**src/rtl/sa_seq_ctrl_if.sv**
```systemverilog
// Host-side command and slice-stream channels of the systolic job sequencer.
interface sa_seq_ctrl_if #(
  parameter int unsigned N  = 4,
  parameter int unsigned DW = 16
);
  logic            cmd_valid;
  logic            cmd_ready;
  logic [7:0]      cmd_len;
  logic            src_valid;
  logic            src_ready;
  logic [N*DW-1:0] src_a;
  logic [N*DW-1:0] src_b;

  modport master (
    output cmd_valid, cmd_len, src_valid, src_a, src_b,
    input  cmd_ready, src_ready
  );

  modport slave (
    input  cmd_valid, cmd_len, src_valid, src_a, src_b,
    output cmd_ready, src_ready
  );
endinterface

```
**src/rtl/sa_seq_ctrl.sv**
```systemverilog
// Job sequencer for one N x N systolic PE array: takes a K-length matmul command,
// pulses start, streams K A/B slice beats into the edge FIFOs, then waits for the
// corner PE result strobe under a watchdog and reports done/err/saturation.
module sa_seq_ctrl #(
  parameter int unsigned N   = 4,
  parameter int unsigned DW  = 16,
  parameter int unsigned TMO = 1024
) (
  input  logic            clk,
  input  logic            rst_n,
  sa_seq_ctrl_if.slave    bus,
  output logic [N*DW-1:0] a_in,
  output logic [N*DW-1:0] b_in,
  output logic [N-1:0]    awe,
  output logic [N-1:0]    bwe,
  input  logic [N-1:0]    aff,
  input  logic [N-1:0]    bff,
  output logic            start,
  output logic [7:0]      max_cntr,
  output logic            hold,
  input  logic            res_ready,
  input  logic            se_last,
  input  logic            sat_in,
  output logic            done,
  output logic            err,
  output logic            sat_flag,
  output logic            busy
);

  typedef enum logic [2:0] {StIdle, StStart, StFeed, StWait, StDone} state_e;

  // Last watchdog value before expiry; the err pulse lands TMO cycles after WAIT entry.
  localparam logic [15:0] TmoLast = 16'(TMO - 1);

  state_e          state_q, state_d;
  logic            cmd_ready_q, busy_q, start_q, done_q, err_q, hold_q, sat_flag_q;
  logic [7:0]      max_cntr_q, beat_q;
  logic [15:0]     wdog_q;
  logic [N-1:0]    awe_q, bwe_q;
  logic [N*DW-1:0] a_in_q, b_in_q;
  logic            src_ready_c, cmd_fire, src_fire, timeout;

  assign src_ready_c   = (state_q == StFeed) & ~(|aff) & ~(|bff) & ~hold_q;
  assign cmd_fire      = bus.cmd_valid & cmd_ready_q;
  assign src_fire      = bus.src_valid & src_ready_c;
  // se_last has priority over an expiring watchdog.
  assign timeout       = (state_q == StWait) & ~se_last & ~hold_q & (wdog_q == TmoLast);
  assign bus.cmd_ready = cmd_ready_q;
  assign bus.src_ready = src_ready_c;

  assign a_in     = a_in_q;
  assign b_in     = b_in_q;
  assign awe      = awe_q;
  assign bwe      = bwe_q;
  assign start    = start_q;
  assign max_cntr = max_cntr_q;
  assign hold     = hold_q;
  assign done     = done_q;
  assign err      = err_q;
  assign sat_flag = sat_flag_q;
  assign busy     = busy_q;

  // Next-state selection.
  always_comb begin
    state_d = state_q;
    unique case (state_q)
      StIdle:  if (cmd_fire && bus.cmd_len != 8'd0) state_d = StStart;
      StStart: state_d = StFeed;
      StFeed:  if (src_fire && beat_q == max_cntr_q) state_d = StWait;
      StWait: begin
        if (se_last)      state_d = StDone;
        else if (timeout) state_d = StIdle;
      end
      StDone:  state_d = StIdle;
      default: state_d = StIdle;
    endcase
  end

  // State, counters and all registered outputs.
  always_ff @(posedge clk or negedge rst_n) begin
    if (!rst_n) begin
      state_q     <= StIdle;
      cmd_ready_q <= 1'b0;
      busy_q      <= 1'b0;
      start_q     <= 1'b0;
      done_q      <= 1'b0;
      err_q       <= 1'b0;
      hold_q      <= 1'b0;
      sat_flag_q  <= 1'b0;
      max_cntr_q  <= '0;
      beat_q      <= '0;
      wdog_q      <= '0;
      awe_q       <= '0;
      bwe_q       <= '0;
      a_in_q      <= '0;
      b_in_q      <= '0;
    end else begin
      state_q     <= state_d;
      cmd_ready_q <= (state_d == StIdle);
      busy_q      <= (state_d != StIdle);
      start_q     <= (state_d == StStart);
      done_q      <= (state_d == StDone);
      err_q       <= (cmd_fire && bus.cmd_len == 8'd0) || timeout;
      hold_q      <= ~res_ready & ((state_d == StFeed) | (state_d == StWait));
      awe_q       <= {N{src_fire}};
      bwe_q       <= {N{src_fire}};

      if (src_fire) begin
        a_in_q <= bus.src_a;
        b_in_q <= bus.src_b;
      end

      // No beat can be accepted in START, so the clear never collides with an increment.
      if (state_q == StStart)  beat_q <= '0;
      else if (src_fire)       beat_q <= beat_q + 8'd1;

      if (state_q != StWait)   wdog_q <= '0;
      else if (!hold_q)        wdog_q <= wdog_q + 16'd1;

      if (cmd_fire && bus.cmd_len != 8'd0) begin
        max_cntr_q <= bus.cmd_len - 8'd1;
        sat_flag_q <= 1'b0;
      end else if (sat_in && (state_q == StStart || state_q == StFeed || state_q == StWait)) begin
        sat_flag_q <= 1'b1;
      end
    end
  end

endmodule

```
**src/flat_wrapper.sv**
```systemverilog
// flat-port wrapper written by rule: the top's interface ports become plain ports
module sa_seq_ctrl_flat 
#(
  parameter int unsigned N   = 4,
  parameter int unsigned DW  = 16,
  parameter int unsigned TMO = 1024
)
  (clk, rst_n, a_in, b_in, awe, bwe, aff, bff, start, max_cntr, hold, res_ready, se_last, sat_in, done, err, sat_flag, busy, bus_cmd_valid, bus_cmd_len, bus_src_valid, bus_src_a, bus_src_b, bus_cmd_ready, bus_src_ready);
  sa_seq_ctrl_if #(.N(N), .DW(DW)) bus_i ();
  input  logic clk;
  input  logic rst_n;
  output logic [N*DW-1:0] a_in;
  output logic [N*DW-1:0] b_in;
  output logic [N-1:0] awe;
  output logic [N-1:0] bwe;
  input  logic [N-1:0] aff;
  input  logic [N-1:0] bff;
  output logic start;
  output logic [7:0] max_cntr;
  output logic hold;
  input  logic res_ready;
  input  logic se_last;
  input  logic sat_in;
  output logic done;
  output logic err;
  output logic sat_flag;
  output logic busy;
  input wire logic [$bits(bus_i.cmd_valid)-1:0] bus_cmd_valid;
  input wire logic [$bits(bus_i.cmd_len)-1:0] bus_cmd_len;
  input wire logic [$bits(bus_i.src_valid)-1:0] bus_src_valid;
  input wire logic [$bits(bus_i.src_a)-1:0] bus_src_a;
  input wire logic [$bits(bus_i.src_b)-1:0] bus_src_b;
  output wire logic [$bits(bus_i.cmd_ready)-1:0] bus_cmd_ready;
  output wire logic [$bits(bus_i.src_ready)-1:0] bus_src_ready;
  assign bus_i.cmd_valid = bus_cmd_valid;
  assign bus_i.cmd_len = bus_cmd_len;
  assign bus_i.src_valid = bus_src_valid;
  assign bus_i.src_a = bus_src_a;
  assign bus_i.src_b = bus_src_b;
  assign bus_cmd_ready = bus_i.cmd_ready;
  assign bus_src_ready = bus_i.src_ready;
  sa_seq_ctrl #(.N(N), .DW(DW), .TMO(TMO)) u_core (.clk(clk), .rst_n(rst_n), .bus(bus_i), .a_in(a_in), .b_in(b_in), .awe(awe), .bwe(bwe), .aff(aff), .bff(bff), .start(start), .max_cntr(max_cntr), .hold(hold), .res_ready(res_ready), .se_last(se_last), .sat_in(sat_in), .done(done), .err(err), .sat_flag(sat_flag), .busy(busy));
endmodule
```
**config.mk**
```make
export PLATFORM = sky130hd
export DESIGN_NAME = sa_seq_ctrl_flat
export DESIGN_NICKNAME = d
export VERILOG_FILES = /design/src/rtl/sa_seq_ctrl_if.sv /design/src/rtl/sa_seq_ctrl.sv /design/src/flat_wrapper.sv
export SDC_FILE = /design/constraint.sdc
export NUM_CORES = 1
export LEC_CHECK = 0
export ABC_AREA = 1
export BUFFER_PORTS_ARGS = -buffer_cell sky130_fd_sc_hd__buf_2
export CAP_MARGIN = 20
export CORE_MARGIN = 1
export CORE_UTILIZATION = 36
export CTS_BUF_LIST = sky130_fd_sc_hd__clkbuf_16
export DETAILED_ROUTE_END_ITERATION = 6
export HOLD_SLACK_MARGIN = 0.15
export PLACE_DENSITY = 0.7
export SLEW_MARGIN = 20
export SYNTH_ARGS = -nofsm -noshare
export SYNTH_HDL_FRONTEND = slang
export SYNTH_SLANG_ARGS = --single-unit
```
**constraint.sdc**
```tcl
create_clock -name clk -period 1.3 [get_ports clk]
set_input_delay 0.13 -clock clk [delete_from_list [all_inputs] [get_ports clk]]
set_output_delay 0.13 -clock clk [all_outputs]
set_load 0.1 [all_outputs]
```
==> reports/results.tsv <==
metric	value	unit
seq_area_frac_synth	0.591	
cp.depth	11	
rsz0062_at_grt	true	
crit_chain	inv_2 -> nand3_2 -> nor2_1 -> nand4_1 -> bufinv_8 -> buf_4 -> nand2_8 -> buf_12 -> buf_12 -> nand2_1 -> nand2_1	
slowest_stage	dfrtp_1	
crit_path_end_kind	flip-flop	
min_period	1810	ps
cts.htree.levels	4	
holdPathStages	4	
drive_gt1_frac	0.391	
finClkSkew	9.11	ps
syn_nets	1013	
synth-simple-area-share	0.297	
p_per_area	1350	mW/mm²
synth_top_area_cell	dfrtp_1	
ys.flop_type	dfrtp_1	
cp-startpoint	u_core.state_q[2]	
vias	8034	
syn_inst	859	
layout.area.seq	0.00430	mm²
initial_utilization	0.369	
pre_cts_slack	-302	ps
p_leak	7.03	nW
worst_pin_slew	417	ps
postRouteAntennaNets	0	
clk_latency	420	ps
antenna_found_initial	1	
die_width	144	µm
nets	1546	
crit_buf_inv	5	
synthMuxAreaShare	0	
crit_fanout	9	
max_slew_margin	0.722	
final_cells	1671	
crit_family	buffers and inverters	
grt_overflow	0	
synth_edf_count	0	
violations	setup timing	
synth_compound_gate_area_share	0.0261	
hp-class	input port to flip-flop	
status	complete, but fails checks	
final_max_slew_viol_count	0	
layout_common_cells	nand2_1, dfrtp_1, buf_2	
synthAdderAreaFrac	0.00519	
clock-sinks	171	
fp.coreArea	0.0196	mm²
routedWlPerCell	16.6	µm
fill_cells	1358	
r2r-end	u_core.b_in[26]	
grt_start_max_net_pins	42	
synth-xor-area-share	0.0194	
setup_tns	-55580	ps
synth_seq_cells	171	
yosysWarnings	0	
grt_pass1_wl	37200	µm
final_common_cell	nand2_1	
r2r_start	u_core.state_q[2]	
ir_drop	2.21	mV
placementRows	51	
post-route-drc-count	0	
synth.top_cell.area_share	0.591	
r2r_slack	-510	ps
first_pass_iters	5	
synth_top_family_by_area	simple AND/OR/NAND/NOR gates	
die_y	144	µm
max_stage_delay	390	ps
criticalPathCategory	flip-flop to flip-flop	
ios	303	
synthArstFlopShare	1.00	
cap_violations	0	
finalSetupViolations	175	
cts_tree	built	
synth_cell_types	27	
synth_area	0.00723	mm²
layout_setup_ws	-510	ps
die_area	0.0207	mm²
gp_congestion	0.809	
synth_area_per_cell	8.42	µm²
hpwl	14800	µm
cp_data_arrival_time	2110	ps
fmax	552	MHz
cp-endpoint	u_core.b_in[26]	
cp-start-kind	flip-flop	
netlist_top_cells_area	dfrtp_1, nand2_1, nor2_1	
rr_worst_depth	11	
clockBufferDepth	2	
drt-initial-drc-count	483	
numPortBuffers	302	
cp.required	1600	ps
cts-root-buf	clkbuf_16	
multiInputGateArea	0.00291	mm²
p_total	17.6	mW
syn2layout_area_growth	80.3	%
dp.cells	1456	
cts_made_buffers	17	
clkTransAtPathRegs	70	ps
grt_pass1_vias	7696	
grt_use_total	0.236	
vias_per_cell	4.81	
finalCritPeriodShare	1.39	
hold_viol_final	0	
wirelength	27800	µm
## layout make-up
type,instances,share of cell area
diodes,1,0.000192
clock buffers,17,0.0326
clock inverters,15,0.0143
inverters,40,0.0141
multi-input cells,609,0.223
flip-flops and latches,171,0.329
well taps,265,0.0254
repair buffers,552,0.360
repair inverters,1,0.000671
## synthesized netlist by cell type, types with 8 or more instances
cell,number
nor3_1,8
buf_2,18
buf_6,12
o21ai_0,20
dfrtp_1,171
buf_4,8
xnor2_1,12
a21oi_1,10
inv_1,37
nand2_1,458
nand3_1,17
nor2_1,60
## metrics by stage
step,cell area [µm²],hold WS (ps),util
2_1_floorplan,7410,-166,-
3_3_place_gp,9540,73.5,0.487
3_5_place_dp,9540,73.9,0.487
4_1_cts,12100,161,0.620
5_1_grt,13000,155,0.666
6_report,13000,124,0.666
## worst reg2reg max path: cells and delay by family, from the launching register on
kind	cells	cell delay (ps)
buf+inv	5	730
simple gates	6	550
flops	1	390
## repair_timing
action | CTS | global route
gates resized for setup | 89 | 278
pin swaps | 17 | 41
hold endpoints to repair | 312 | 4
endpoints found under the setup margin | 306 | 319
buffers inserted | 17 | 19
cloned | 7 | 7
hold buffers | 141 | 4
## worst min path at each step
stage,from,endpoint
5_1_grt,bus_cmd_len[1],u_core.max_cntr[1]
3_5_place_dp,rst_n,u_core.wdog_q[8]
2_1_floorplan,rst_n,u_core.a_in[0]
4_1_cts,bus_src_valid,u_core.state_q[0]
3_3_place_gp,rst_n,u_core.b_in[7]
6_report,bus_cmd_len[1],u_core.max_cntr[1]
## kinds of logic after synthesis
kind of cell / after synthesis
and+or+nand+nor: 555
DFF: 171
buffers and inverters: 79
AOI/OAI and AO/OA: 35
xor gates and xnor gates: 16
adders and majority gates: 3
## flip-flops by register name, summed over array words and instances, names as in the netlist, 3 cells and up
signal           cells
u_core.max_cntr      8
u_core.a_in         64
u_core.b_in         64
u_core.wdog_q       16
u_core.state_q       3
u_core.beat_q        8
## routing by layer
| metal | vias up | global-route usage | wire length [µm] |
|---|---|---|---|
| li1 | 3694 | - | - |
| met1 | 3786 | 0.266 | 10500 |
| met2 | 449 | 0.417 | 13900 |
| met3 | 105 | 0.0583 | 2280 |
| met4 | 0 | 0.113 | 1130 |
| met5 | - | 0 | 0 |
## power breakdown
part	switching (mW)	internal (mW)
Combinational	4.24	1.90
Clock	2.31	3.07
Sequential	0.332	5.77
Total	6.88	10.7
No activity file was read; power rests on OpenSTA's default activity.
